[config.mk]
export PLATFORM = sky130hd
export DESIGN_NAME = regfile_wb_sched_flat
export DESIGN_NICKNAME = d
export VERILOG_FILES = /design/src/rtl/regfile_wb_sched_pkg.sv /design/src/rtl/regfile_wb_sched_if.sv /design/src/rtl/regfile_wb_sched_arb.sv /design/src/rtl/regfile_wb_sched.sv /design/src/flat_wrapper.sv
export SDC_FILE = /design/constraint.sdc
export NUM_CORES = 1
export LEC_CHECK = 0
export CAP_MARGIN = 20
export CORE_MARGIN = 2
export CORE_UTILIZATION = 40
export CTS_BUF_LIST = sky130_fd_sc_hd__clkbuf_16
export DETAILED_ROUTE_END_ITERATION = 7
export PLACE_DENSITY_LB_ADDON = 0.05
export SYNTH_ARGS = -nofsm -noshare
export SYNTH_HDL_FRONTEND = slang
export SYNTH_SLANG_ARGS = --single-unit
[constraint.sdc]
create_clock -name CLK -period 3.25 [get_ports CLK]
set_input_delay 0.4875 -clock CLK [delete_from_list [all_inputs] [get_ports CLK]]
set_output_delay 0.4875 -clock CLK [all_outputs]
set_load 0.1 [all_outputs]
[src/rtl/regfile_wb_sched_pkg.sv]
// regfile_wb_sched_pkg: shared widths, port indices and writeback request type.
package regfile_wb_sched_pkg;
  localparam int WB_DW = 64;
  localparam int WB_AW = 5;
  localparam int PORT_ALU = 0;
  localparam int PORT_MEM = 1;
  typedef struct packed {
    logic             valid;
    logic [WB_AW-1:0] addr;
    logic [WB_DW-1:0] data;
  } wb_req_t;
endpackage

[src/rtl/regfile_wb_sched_if.sv]
// regfile_wb_sched_if: writeback, issue and register-file write bundle.
interface regfile_wb_sched_if
  import regfile_wb_sched_pkg::*;
#(
  parameter int DW = WB_DW,
  parameter int AW = WB_AW
);
  logic          A_VALID, A_READY;
  logic [AW-1:0] A_ADDR;
  logic [DW-1:0] A_DATA;
  logic          M_VALID, M_READY;
  logic [AW-1:0] M_ADDR;
  logic [DW-1:0] M_DATA;
  logic          ISS_VALID, ISS_STALL;
  logic [AW-1:0] ISS_DADDR, ISS_SADDR, ISS_TADDR;
  logic          D_EN;
  logic [AW-1:0] D_Addr;
  logic [DW-1:0] D;
  modport slave (
    input  A_VALID, A_ADDR, A_DATA, M_VALID, M_ADDR, M_DATA,
    input  ISS_VALID, ISS_DADDR, ISS_SADDR, ISS_TADDR,
    output A_READY, M_READY, ISS_STALL, D_EN, D_Addr, D
  );
  modport master (
    output A_VALID, A_ADDR, A_DATA, M_VALID, M_ADDR, M_DATA,
    output ISS_VALID, ISS_DADDR, ISS_SADDR, ISS_TADDR,
    input  A_READY, M_READY, ISS_STALL, D_EN, D_Addr, D
  );
endinterface

[src/rtl/regfile_wb_sched_arb.sv]
// wb_arb2: 2-way writeback arbiter; round-robin with WB_RR_ARB_EN, else memory port fixed priority.
module wb_arb2
  import regfile_wb_sched_pkg::*;
(
  input  logic       clk,
  input  logic       rst,
  input  logic [1:0] valid_i,
  output logic [1:0] grant_o
);
`ifdef WB_RR_ARB_EN
  logic       ptr_q, ptr_d;
  logic [1:0] raw;
  // ptr_q remembers the last granted port; on contention the other port wins
  always_comb begin
    raw     = &valid_i ? (ptr_q ? 2'b01 : 2'b10) : valid_i;
    grant_o = rst ? 2'b00 : raw;
    ptr_d   = |grant_o ? grant_o[PORT_MEM] : ptr_q;
  end
  always_ff @(posedge clk or posedge rst)
    if (rst) ptr_q <= 1'b1;
    else     ptr_q <= ptr_d;
`else
  logic unused_clk;
  assign unused_clk = clk;
  always_comb
    grant_o = rst ? 2'b00 : {valid_i[PORT_MEM], valid_i[PORT_ALU] & ~valid_i[PORT_MEM]};
`endif
endmodule

[src/rtl/regfile_wb_sched.sv]
// regfile_wb_sched: writeback scheduler with busy-bit scoreboard and registered RF write port.
// Arbitration policy selected by WB_RR_ARB_EN (round-robin) or fixed memory priority by default.
module regfile_wb_sched
  import regfile_wb_sched_pkg::*;
#(
  parameter int DW = WB_DW,
  parameter int AW = WB_AW
)(
  input logic              CLK,
  input logic              RESET,
  regfile_wb_sched_if.slave bus
);
  logic [1:0]      valid, grant;
  wb_req_t         req_a, req_m, sel;
  logic [2**AW-1:0] busy_q, busy_d;
  logic            stall, d_en_q, d_en_d;
  logic [AW-1:0]   d_addr_q, d_addr_d;
  logic [DW-1:0]   d_q, d_d;
  assign req_a = '{valid: bus.A_VALID, addr: bus.A_ADDR, data: bus.A_DATA};
  assign req_m = '{valid: bus.M_VALID, addr: bus.M_ADDR, data: bus.M_DATA};
  assign valid = {req_m.valid, req_a.valid};
  wb_arb2 u_arb (.clk(CLK), .rst(RESET), .valid_i(valid), .grant_o(grant));
  assign sel         = grant[PORT_MEM] ? req_m : req_a;
  assign bus.A_READY = grant[PORT_ALU];
  assign bus.M_READY = grant[PORT_MEM];
  assign stall = bus.ISS_VALID &
                 (busy_q[bus.ISS_SADDR] | busy_q[bus.ISS_TADDR] | busy_q[bus.ISS_DADDR]);
  assign bus.ISS_STALL = stall;
  // set after clear so a same-address issue and writeback leaves the bit busy
  always_comb begin
    busy_d = busy_q;
    if (|grant) busy_d[sel.addr] = 1'b0;
    if (bus.ISS_VALID && !stall) busy_d[bus.ISS_DADDR] = 1'b1;
    d_en_d   = |grant;
    d_addr_d = |grant ? sel.addr : d_addr_q;
    d_d      = |grant ? sel.data : d_q;
  end
  always_ff @(posedge CLK or posedge RESET)
    if (RESET) begin
      busy_q   <= '0;
      d_en_q   <= 1'b0;
      d_addr_q <= '0;
      d_q      <= '0;
    end else begin
      busy_q   <= busy_d;
      d_en_q   <= d_en_d;
      d_addr_q <= d_addr_d;
      d_q      <= d_d;
    end
  assign bus.D_EN   = d_en_q;
  assign bus.D_Addr = d_addr_q;
  assign bus.D      = d_q;
endmodule

[src/flat_wrapper.sv]
// flat-port wrapper written by rule: the top's interface ports become plain ports
module regfile_wb_sched_flat import regfile_wb_sched_pkg::*;
#(
  parameter int DW = WB_DW,
  parameter int AW = WB_AW
)
  (CLK, RESET, bus_A_VALID, bus_A_ADDR, bus_A_DATA, bus_M_VALID, bus_M_ADDR, bus_M_DATA, bus_ISS_VALID, bus_ISS_DADDR, bus_ISS_SADDR, bus_ISS_TADDR, bus_A_READY, bus_M_READY, bus_ISS_STALL, bus_D_EN, bus_D_Addr, bus_D);
  regfile_wb_sched_if #(.DW(DW), .AW(AW)) bus_i ();
  input logic CLK;
  input logic RESET;
  input wire logic [$bits(bus_i.A_VALID)-1:0] bus_A_VALID;
  input wire logic [$bits(bus_i.A_ADDR)-1:0] bus_A_ADDR;
  input wire logic [$bits(bus_i.A_DATA)-1:0] bus_A_DATA;
  input wire logic [$bits(bus_i.M_VALID)-1:0] bus_M_VALID;
  input wire logic [$bits(bus_i.M_ADDR)-1:0] bus_M_ADDR;
  input wire logic [$bits(bus_i.M_DATA)-1:0] bus_M_DATA;
  input wire logic [$bits(bus_i.ISS_VALID)-1:0] bus_ISS_VALID;
  input wire logic [$bits(bus_i.ISS_DADDR)-1:0] bus_ISS_DADDR;
  input wire logic [$bits(bus_i.ISS_SADDR)-1:0] bus_ISS_SADDR;
  input wire logic [$bits(bus_i.ISS_TADDR)-1:0] bus_ISS_TADDR;
  output wire logic [$bits(bus_i.A_READY)-1:0] bus_A_READY;
  output wire logic [$bits(bus_i.M_READY)-1:0] bus_M_READY;
  output wire logic [$bits(bus_i.ISS_STALL)-1:0] bus_ISS_STALL;
  output wire logic [$bits(bus_i.D_EN)-1:0] bus_D_EN;
  output wire logic [$bits(bus_i.D_Addr)-1:0] bus_D_Addr;
  output wire logic [$bits(bus_i.D)-1:0] bus_D;
  assign bus_i.A_VALID = bus_A_VALID;
  assign bus_i.A_ADDR = bus_A_ADDR;
  assign bus_i.A_DATA = bus_A_DATA;
  assign bus_i.M_VALID = bus_M_VALID;
  assign bus_i.M_ADDR = bus_M_ADDR;
  assign bus_i.M_DATA = bus_M_DATA;
  assign bus_i.ISS_VALID = bus_ISS_VALID;
  assign bus_i.ISS_DADDR = bus_ISS_DADDR;
  assign bus_i.ISS_SADDR = bus_ISS_SADDR;
  assign bus_i.ISS_TADDR = bus_ISS_TADDR;
  assign bus_A_READY = bus_i.A_READY;
  assign bus_M_READY = bus_i.M_READY;
  assign bus_ISS_STALL = bus_i.ISS_STALL;
  assign bus_D_EN = bus_i.D_EN;
  assign bus_D_Addr = bus_i.D_Addr;
  assign bus_D = bus_i.D;
  regfile_wb_sched #(.DW(DW), .AW(AW)) u_core (.CLK(CLK), .RESET(RESET), .bus(bus_i));
endmodule
# [Yosys cells after proc, flatten, opt, wreduce, memory -nomap -nowiden]
# Index checks and enable logic that the tools add are counted.
[word_totals] output_inout_bits=73 reg_bits=102 rom_bits=0 inputBits=158 word_cells=37 n_memories=0 ram_bits=0 latch_bits=0
[op_classes] n_mul=0 muxes=14 bitwise=8 shifts=0 order_cmp=6 n_eq_ne=0 add_sub_neg=0 n_div=0 reduce_logical=5
[ops] operator="69-bit two-way mux" count=1
[ops] operator="32-bit two-way mux" count=2
[ops] operator="32-bit bitwise AND" count=1
[ops] operator="32-bit inverter" count=1
[ops] operator="32-bit bitwise OR" count=1
[ops] operator="5-bit by 6-bit < comparator with 1-bit output, second input constant" count=4
[ops] operator="1-bit binary-select mux with 5-bit select" count=3
[ops] operator="1-bit demux with 5-bit select" count=2
[ops] operator="5-bit by 1-bit >= comparator with 1-bit output, second input constant" count=2
[ops] operator="1-bit two-way mux" count=5
[ops] operator="1-bit logical AND" count=3
[ops] operator="1-bit bitwise AND" count=2
[ops] operator="2-bit two-way mux" count=1
[ops] operator="1-bit bitwise OR" count=2
[ops] operator="2-bit OR reduction" count=1
[ops] operator="1-bit logical NOT" count=1
[ops] operator="1-bit inverter" count=1

# [Depth between registers and ports, before layout]
# Gate-level depths: netlist of run 1.
[depth] word_depth=13 ltp_mapped=9

# [Hierarchy]
# From an unflattened synthesis of run 1, not the netlist that was laid out.
[unflattened] hier_cells=590 hier_area_um2=5794.3
[by_module_without_submodules] module="regfile_wb_sched" instances=1 cells_per_inst=588 area_each_um2=5775.5
[by_module_without_submodules] module="wb_arb2" instances=1 cells_per_inst=2 area_each_um2=18.8

# [Worst setup path before layout of run 1]
# Ideal clock, no wire load.
[synth_path] kind="input-to-reg" start="in RESET" end="reg u_core.busy_q[16]" setup_ns=0.130 arrival_ns=4.225 n_path_buf=1 t_required_ns=3.120 stages=7 path_slack_ns=-1.105 cell_sequence="inv_1 -> o21ai_0 -> inv_1 -> clkbuf_1 -> o21ai_1 -> o21ai_0 -> o31ai_2"
[synth_between] elab_chain_len=11
[synth_lines] item="start, declared" line="flat_wrapper.sv:10" source="input logic RESET;"
[synth_lines] item="2-bit two-way mux (*)" line="regfile_wb_sched_arb.sv:26" source="grant_o = rst ? 2'b00 : {valid_i[PORT_MEM], valid_i[PORT_ALU] & ~valid_i[PORT_MEM]};"
[synth_lines] item="69-bit two-way mux" line="regfile_wb_sched.sv:23" source="assign sel = grant[PORT_MEM] ? req_m : req_a;"
[synth_lines] item="5-bit by 6-bit < comparator with 1-bit output (implied by the code) or 5-bit by 1-bit >= comparator with 1-bit output (tied branches)" line="regfile_wb_sched.sv:32" source="if (|grant) busy_d[sel.addr] = 1'b0;"
[synth_lines] item="1-bit logical AND (implied by the code)" line="regfile_wb_sched.sv:32"
[synth_lines] item="1-bit two-way mux (implied by the code)" line="regfile_wb_sched.sv:32"
[synth_lines] item="1-bit demux with 5-bit select"
[synth_lines] item="32-bit inverter (no source line)"
[synth_lines] item="32-bit bitwise AND (no source line)"
[synth_lines] item="32-bit two-way mux (*)" line="regfile_wb_sched.sv:32"
[synth_lines] item="32-bit bitwise OR (no source line)"
[synth_lines] item="32-bit two-way mux (*)" line="regfile_wb_sched.sv:33" source="if (bus.ISS_VALID && !stall) busy_d[bus.ISS_DADDR] = 1'b1;"
[synth_lines] item="via u_core.busy_d[16]" line="regfile_wb_sched.sv:15" source="logic [2**AW-1:0] busy_q, busy_d;"
[synth_lines] item="end signal, assigned" line="regfile_wb_sched.sv:45" source="busy_q <= busy_d;"
[synth_lines] item="end, declared" line="regfile_wb_sched.sv:15"
# Mark *: on every way through the listed nets, which the timed path passes. The rest lies on a longest branch.
# A chain may end at the register's enable or synchronous reset.

# [Final worst setup path of run 1]
[layout_path] start="in bus_ISS_SADDR[1]" end="out bus_ISS_STALL"
[layout_between] elab_chain_len=5
[layout_lines] item="start, declared" line="flat_wrapper.sv:19" source="input wire logic [$bits(bus_i.ISS_SADDR)-1:0] bus_ISS_SADDR;"
[layout_lines] item="1-bit binary-select mux with 5-bit select" line="regfile_wb_sched.sv:27" source="(busy_q[bus.ISS_SADDR] | busy_q[bus.ISS_TADDR] | busy_q[bus.ISS_DADDR]);"
[layout_lines] item="1-bit two-way mux (implied by the code)" line="regfile_wb_sched.sv:27"
[layout_lines] item="1-bit bitwise OR (2 in a row)" line="regfile_wb_sched.sv:27"
[layout_lines] item="1-bit bitwise AND" line="regfile_wb_sched.sv:26" source="assign stall = bus.ISS_VALID &"
[layout_lines] item="end, declared" line="flat_wrapper.sv:23" source="output wire logic [$bits(bus_i.ISS_STALL)-1:0] bus_ISS_STALL;"
# Every way passes these cells. The select of a mux whose other input is x is not followed.

==> results.yml, run 1 <==
status:
  status: "finished clean"
clocking:
  htreeDepth: 3
  clock_latency_ns: 0.34
  path_clk_slew_ns: 0.06
  post-cts-setup-buffer-count: 0
  cts_tree: "built"
  hold_buffers: 0
  cts_buffer_depth: 2
  cts_resized: 0
  clock_sinks: 102
  cts-root-buf: "clkbuf_16"
  cts_buffers: 9
timing:
  tightest_slew_ns: 1.006
  fin_hold_ws_ns: 0.4882
  setup_viol: 0
  slew_viol_final: 0
  tns_ns: 0
  fin_crit_sh: 0.9497
  setup_ws_ns: 0.1635
  grt_setup_unrepaired: "false"
  worst_clock_skew_ns: 0.003866
  max-slew-margin-rel: 0.3274
  hold_viol: 0
  max_freq_mhz: 324.0
  min_period_ns: 3.086
setup_path:
  regToRegStartpoint: "u_core.busy_q[1]"
  crit_arrival_ns: 2.60
  endpoint_kind: "output port"
  cp-startpoint: "bus_ISS_SADDR[1]"
  crit_path_start_kind: "primary input"
  crit_fanout: 12
  required_ns: 2.76
  crit_type: "in2out"
place:
  placed_cells: 1032
  post-place-ws_ns: 0.1686
  place_congestion: 0.9512
  hpwl_um: 14850
  place_area_um2: 8069
  port_buffers: 230
global_routing:
  first_global_vias: 5900
  gr-total-overflow: 0
  grt_pass1_wl_um: 30870
  grt_max_degree: 105
  antenna_found_initial: 0
  track_usage: 0.2695
routing:
  antenna_left: 0
  firstDrtPassIters: 5
  first_iter_violations: 318
  wl_um: 19920
  via_per_inst: 5.519
  via_count: 5784
  drc: 0
  wl_per_cell_um: 19.00
power:
  intPower_mw: 2.660
  p_total_mw: 4.740
  peakVddDrop_v: 0.0003138
  seqPwrFrac: 0.360
  p_comb_frac: 0.420
  p_switching_mw: 2.080
  pwr-share-clk: 0.221
  p_leak_nw: 3.484
  p_per_area_nw_per_um2: 567.6
  switching_share: 0.4388
floorplanning:
  die_width_um: 123.0
  initial_core_util: 0.4095
  rows: 43
  core_um2: 13830
  ios: 231
  die-area_um2: 15120
  die_h_um: 123.0
synthesis:
  synth-edff-count: 0
  synthTopCellsByArea: "dfrtp_1 (45%), nand2_1 (10%), mux2i_1 (8.3%)"
  synth-simple-area-share: 0.2141
  yosys.area_share.adder: 0
  yosysWarnings: 0
  synth_top_family_by_area: "simple AND/OR/NAND/NOR gates"
  netlist_area_um2: 5662
  synth_compound_area_frac: 0.2053
  synth_top_area_cell: "dfrtp_1"
  synth_top_area_frac: 0.4508
  syn-num-nets: 809
  yosys.area_share.xor_xnor: 0
  syn_inst: 651
  postSynthAreaPerCell_um2: 8.697
  async_reset_ff_frac: 1.000
  ys_ff_latch: 102
  ys.flop_type: "dfrtp_1"
  synth_cell_types: 40
  yosysSeqAreaShare: 0.4508
  synth_mux_area_frac: 0.08575
finish:
  nNetsFinal: 1021
  fin_util: 0.6040
  fillers: 1195
  layout_common_cells: "clkdlybuf4s50_1 (202), nand2_1 (157), dfrtp_1 (102), nor2_1 (67), a31oi_1 (67)"
  drive_gt1_frac: 0.08986
  diodes: 0
  stdcell_count: 1048
  finalInstanceArea_um2: 8352
  final_common_cell: "clkdlybuf4s50_1"
  area_delta_synth_final_pct: 47.51
min_path:
  hp-class: "reg2reg"
  hp-start: "u_core.bus.D[30]"
job:
  drv_cap: 0
[Yosys cell counts (2+ instances only)]
master,instances
o31ai_2,10
nand3_1,11
a21oi_1,4
buf_4,2
nand3b_1,11
mux2i_1,47
dfrtp_1,102
or3b_1,5
nand2_1,157
clkbuf_1,28
o22ai_1,11
a22oi_1,5
buf_6,5
buf_2,7
nor2b_1,6
o21ai_0,36
buf_1,5
and2_1,3
or3_1,3
inv_1,5
nor3_1,6
o31ai_1,23
a22o_1,2
nor3b_1,4
a2111oi_0,2
nand2b_1,3
o21ai_1,3
a31oi_1,67
nor2_1,67
[registers in the layout, summed over array words and instances (netlist names)]
signal and count:
u_core.bus.D_EN 1, u_core.bus.D_Addr 5, u_core.bus.D 64, u_core.busy_q 32
[area by class of cell]
class                   instances  area (um2)  area share
clock buffers                   9       225.2     0.02697
clock inverters                 7       57.56    0.006891
inverters                       5       23.77    0.002846
multi-input cells             497        2863      0.3428
flip-flops and latches        102        2552      0.3056
well taps                     180       225.2     0.02697
repair buffers                248        2405      0.2879
[metal layers]
metal	part of all wire	routed length (um)	vias up	track usage
met5	0	0	-	0
met4	0.043	849	0	0.1406
met3	0.083	1645	66	0.07103
met2	0.49	9720	246	0.4565
met1	0.39	7702	2727	0.3135
li1	-	-	2745	-
[power groups by stage]
| stage | logic (mW) | clock network [mW] | registers (mW) |
|---|---|---|---|
| floorplan | 0.545 | 0 | 2.48 |
| global placement | 1.97 | 0 | 1.72 |
| detailed placement | 1.99 | 0 | 1.72 |
| CTS | 2.00 | 1.07 | 1.70 |
| global route | 2.09 | 1.12 | 1.72 |
| finish | 1.99 | 1.05 | 1.71 |
[worst paths after layout]
path / end / slack (ns) / cells after the start
max in group asynchronous: u_core.bus.D[39] / 1.36 / 4
min in group asynchronous: u_core.bus.D[29] / 0.77 / 3
max: bus_ISS_STALL / 0.16 / 8
min: u_core.bus.D[30] / 0.49 / 2
min reg2reg: u_core.bus.D[30] / 0.49 / 2
max reg2reg: u_core.busy_q[29] / 0.98 / 7
[logic make-up (layout without fill, tap and decap cells)]
| kind of cell | Yosys count | in the layout |
|---|---|---|
| buffers and inverters | 52 | 269 |
| muxes | 48 | 48 |
| DFF | 102 | 102 |
| AOI/OAI and AO/OA | 170 | 170 |
| and+or+nand+nor | 279 | 279 |
[critical path, cell delays in order]
cell and delay (ns):
clkdlybuf4s50_1 0.70, buf_4 0.24, mux2i_1 0.08, a221oi_1 0.47, a22oi_4 0.11, nand4_4 0.11, and2_1 0.19, buf_12 0.19
Note: power is estimated with default switching activity, not from simulation.
==> run 2: changes to the inputs <==
--- a/config.mk
+++ b/config.mk
@@ -5,7 +5,7 @@
 export SDC_FILE = /design/constraint.sdc
 export NUM_CORES = 1
 export LEC_CHECK = 0
-export CAP_MARGIN = 20
+export CAP_MARGIN = 10
 export CORE_MARGIN = 2
 export CORE_UTILIZATION = 40
 export CTS_BUF_LIST = sky130_fd_sc_hd__clkbuf_16
==> results of run 2 <==
The final DEF is identical to that of run 1; final timing and power are the same.
==> run 3: changes to the inputs <==
--- a/config.mk
+++ b/config.mk
@@ -11,6 +11,8 @@
 export CTS_BUF_LIST = sky130_fd_sc_hd__clkbuf_16
 export DETAILED_ROUTE_END_ITERATION = 7
 export PLACE_DENSITY_LB_ADDON = 0.05
+export REMOVE_ABC_BUFFERS = 1
+export SETUP_SLACK_MARGIN = 0.02
 export SYNTH_ARGS = -nofsm -noshare
 export SYNTH_HDL_FRONTEND = slang
 export SYNTH_SLANG_ARGS = --single-unit
==> run 3 against run 2 <==
Compared with the run above:
- global-route usage increased by 0.23 points
- sequential cell count did not move
- power down 1.4%
- maximum frequency shrank 1.1%
- sequential power is essentially flat
- sequential share of layout area unchanged
- non-clock buffer count grew 2
- highest routed layer unchanged
==> results.yml, run 3 (synthesis results as in run 1) <==
routing:
  via_per_inst: 5.488
  first_iter_violations: 384
  wl_um: 20270
  wl_per_cell_um: 19.31
  firstDrtPassIters: 6
  via_count: 5762
  antenna_left: 0
  drc: 0
timing:
  hold_viol: 0
  grt_setup_unrepaired: "false"
  slew_viol_final: 0
  setup_ws_ns: 0.1281
  setup_viol: 0
  tns_ns: 0
  min_period_ns: 3.122
  tightest_slew_ns: 1.001
  max-slew-margin-rel: 0.3307
  max_freq_mhz: 320.3
  worst_clock_skew_ns: 0.005968
  fin_crit_sh: 0.9606
floorplanning:
  rows: 43
  die-area_um2: 15120
  core_um2: 13830
  initial_core_util: 0.4095
  die_h_um: 123.0
  ios: 231
  die_width_um: 123.0
finish:
  multiInputGateArea_um2: 2863
  seq_area_um2: 2552
  layout_common_cells: "clkdlybuf4s50_1 (196), nand2_1 (157), dfrtp_1 (102), nor2_1 (67), a31oi_1 (67)"
  largest_reg_flops: 64
  nNetsFinal: 1023
  final_common_cell: "clkdlybuf4s50_1"
  diodes: 0
  area_delta_synth_final_pct: 47.51
  fillers: 1232
  drive_gt1_frac: 0.09770
place:
  hpwl_um: 15100
  post-place-ws_ns: 0.1393
  port_buffers: 230
  place_congestion: 1.014
global_routing:
  first_global_vias: 5736
  grt_pass1_wl_um: 31170
  gr-total-overflow: 0
  grt_max_degree: 123
  antenna_found_initial: 0
  track_usage: 0.2718
setup_path:
  crit_path_start_kind: "primary input"
  crit_chain: "clkdlybuf4s50_1, mux2_4, o311ai_2, a221oi_2, a22oi_4, nand4_4, and2_1, buf_12"
  path_buf_inv: 2
  critical-path-top-delay-family: "buffers and inverters"
  regToRegStartpoint: "u_core.busy_q[11]"
  crit_type: "in2out"
  cpPeakStageDelay_ns: 0.76
  slowest_stage: "clkdlybuf4s50_1"
  cp-startpoint: "bus_ISS_SADDR[1]"
  endpoint_kind: "output port"
  crit_arrival_ns: 2.63
  crit_fanout: 14
  required_ns: 2.76
clocking:
  cts_buffer_depth: 2
  clock_sinks: 102
  cts_tree: "built"
  cts-root-buf: "clkbuf_16"
  clock_latency_ns: 0.35
  cts_resized: 0
  post-cts-setup-buffer-count: 0
  path_clk_slew_ns: 0.06
  htreeDepth: 3
  hold_buffers: 0
  cts_buffers: 9
power:
  p_comb_frac: 0.425
  p_per_area_nw_per_um2: 559.6
  pwr-share-clk: 0.213
  peakVddDrop_v: 0.0003678
  switching_share: 0.4471
  p_total_mw: 4.674
  p_switching_mw: 2.090
  p_leak_nw: 3.506
  seqPwrFrac: 0.362
  intPower_mw: 2.584
min_path:
  hp-start: "u_core.bus.D_Addr[3]"
  hp-class: "reg2reg"
job:
  drv_cap: 0
status:
  status: "finished clean"
-- run 3: changes by cell type in the layout (fill, tap and decap cells not counted), sizes merged --
cell / previous run / this run
clkinvlp: 2 / 0
inv: 5 / 9
clkdlybuf4s50: 202 / 196
clkinv: 4 / 3
buf: 46 / 54
bufinv: 1 / 0
-- run 3: cell type report --
class                   instances  area share
flip-flops and latches        102      0.3056
clock buffers                   9     0.02697
inverters                       5    0.002846
well taps                     180     0.02697
multi-input cells             497      0.3428
repair buffers                250      0.2909
clock inverters                 7    0.003895
-- run 3: layer usage --
| metal | wire [um] | vias up | share of wire | GRT usage |
|---|---|---|---|---|
| met4 | 654 | 0 | 0.032 | 0.1037 |
| met1 | 8223 | 2746 | 0.41 | 0.3300 |
| met3 | 1572 | 38 | 0.078 | 0.08672 |
| met2 | 9822 | 221 | 0.48 | 0.4513 |
| met5 | 0 | - | 0 | 0 |
| li1 | - | 2757 | - | - |
-- run 3: final timing paths --
kind	endpoint	depth (start not counted)	slack, ns
setup / recovery	bus_ISS_STALL	8	0.13
hold / removal	u_core.bus.D_Addr[3]	2	0.49
setup reg to reg	u_core.busy_q[1]	7	1.06
hold reg to reg	u_core.bus.D_Addr[3]	2	0.49
max in group asynchronous	u_core.bus.D[13]	4	1.36
min in group asynchronous	u_core.bus.D[30]	3	0.70
-- run 3: power groups by stage --
stage / registers, mW / logic, mW / clock network [mW]
after floorplan: 2.48 / 0.507 / 0
after global routing: 1.71 / 2.10 / 1.05
after detailed placement: 1.70 / 1.99 / 0
after CTS: 1.69 / 2.00 / 1.02
final: 1.69 / 1.99 / 0.993
after global placement: 1.70 / 1.97 / 0
-- run 3: worst register-to-register path, cell delays in order, from the launching register on --
cell and delay [ns]:
dfrtp_1 0.46, mux2i_1 0.20, o22ai_1 0.12, nor4_1 0.35
o22a_1 0.23, nand4_4 0.10, buf_4 0.27, o31ai_1 0.34
-- run 3: per-stage QoR --
stage / cell area (um2) / utilization / hold WS [ns] / instances
final: 8352 / 0.6040 / 0.4906 / 1050
after CTS: 8352 / 0.6040 / 0.4973 / 1050
after floorplan: 5431 / - / 0.5095 / 604
after detailed placement: 8094 / 0.5854 / 0.4810 / 1034
after global placement: 8094 / 0.5854 / 0.4747 / 1034
after global routing: 8352 / 0.6040 / 0.5248 / 1050
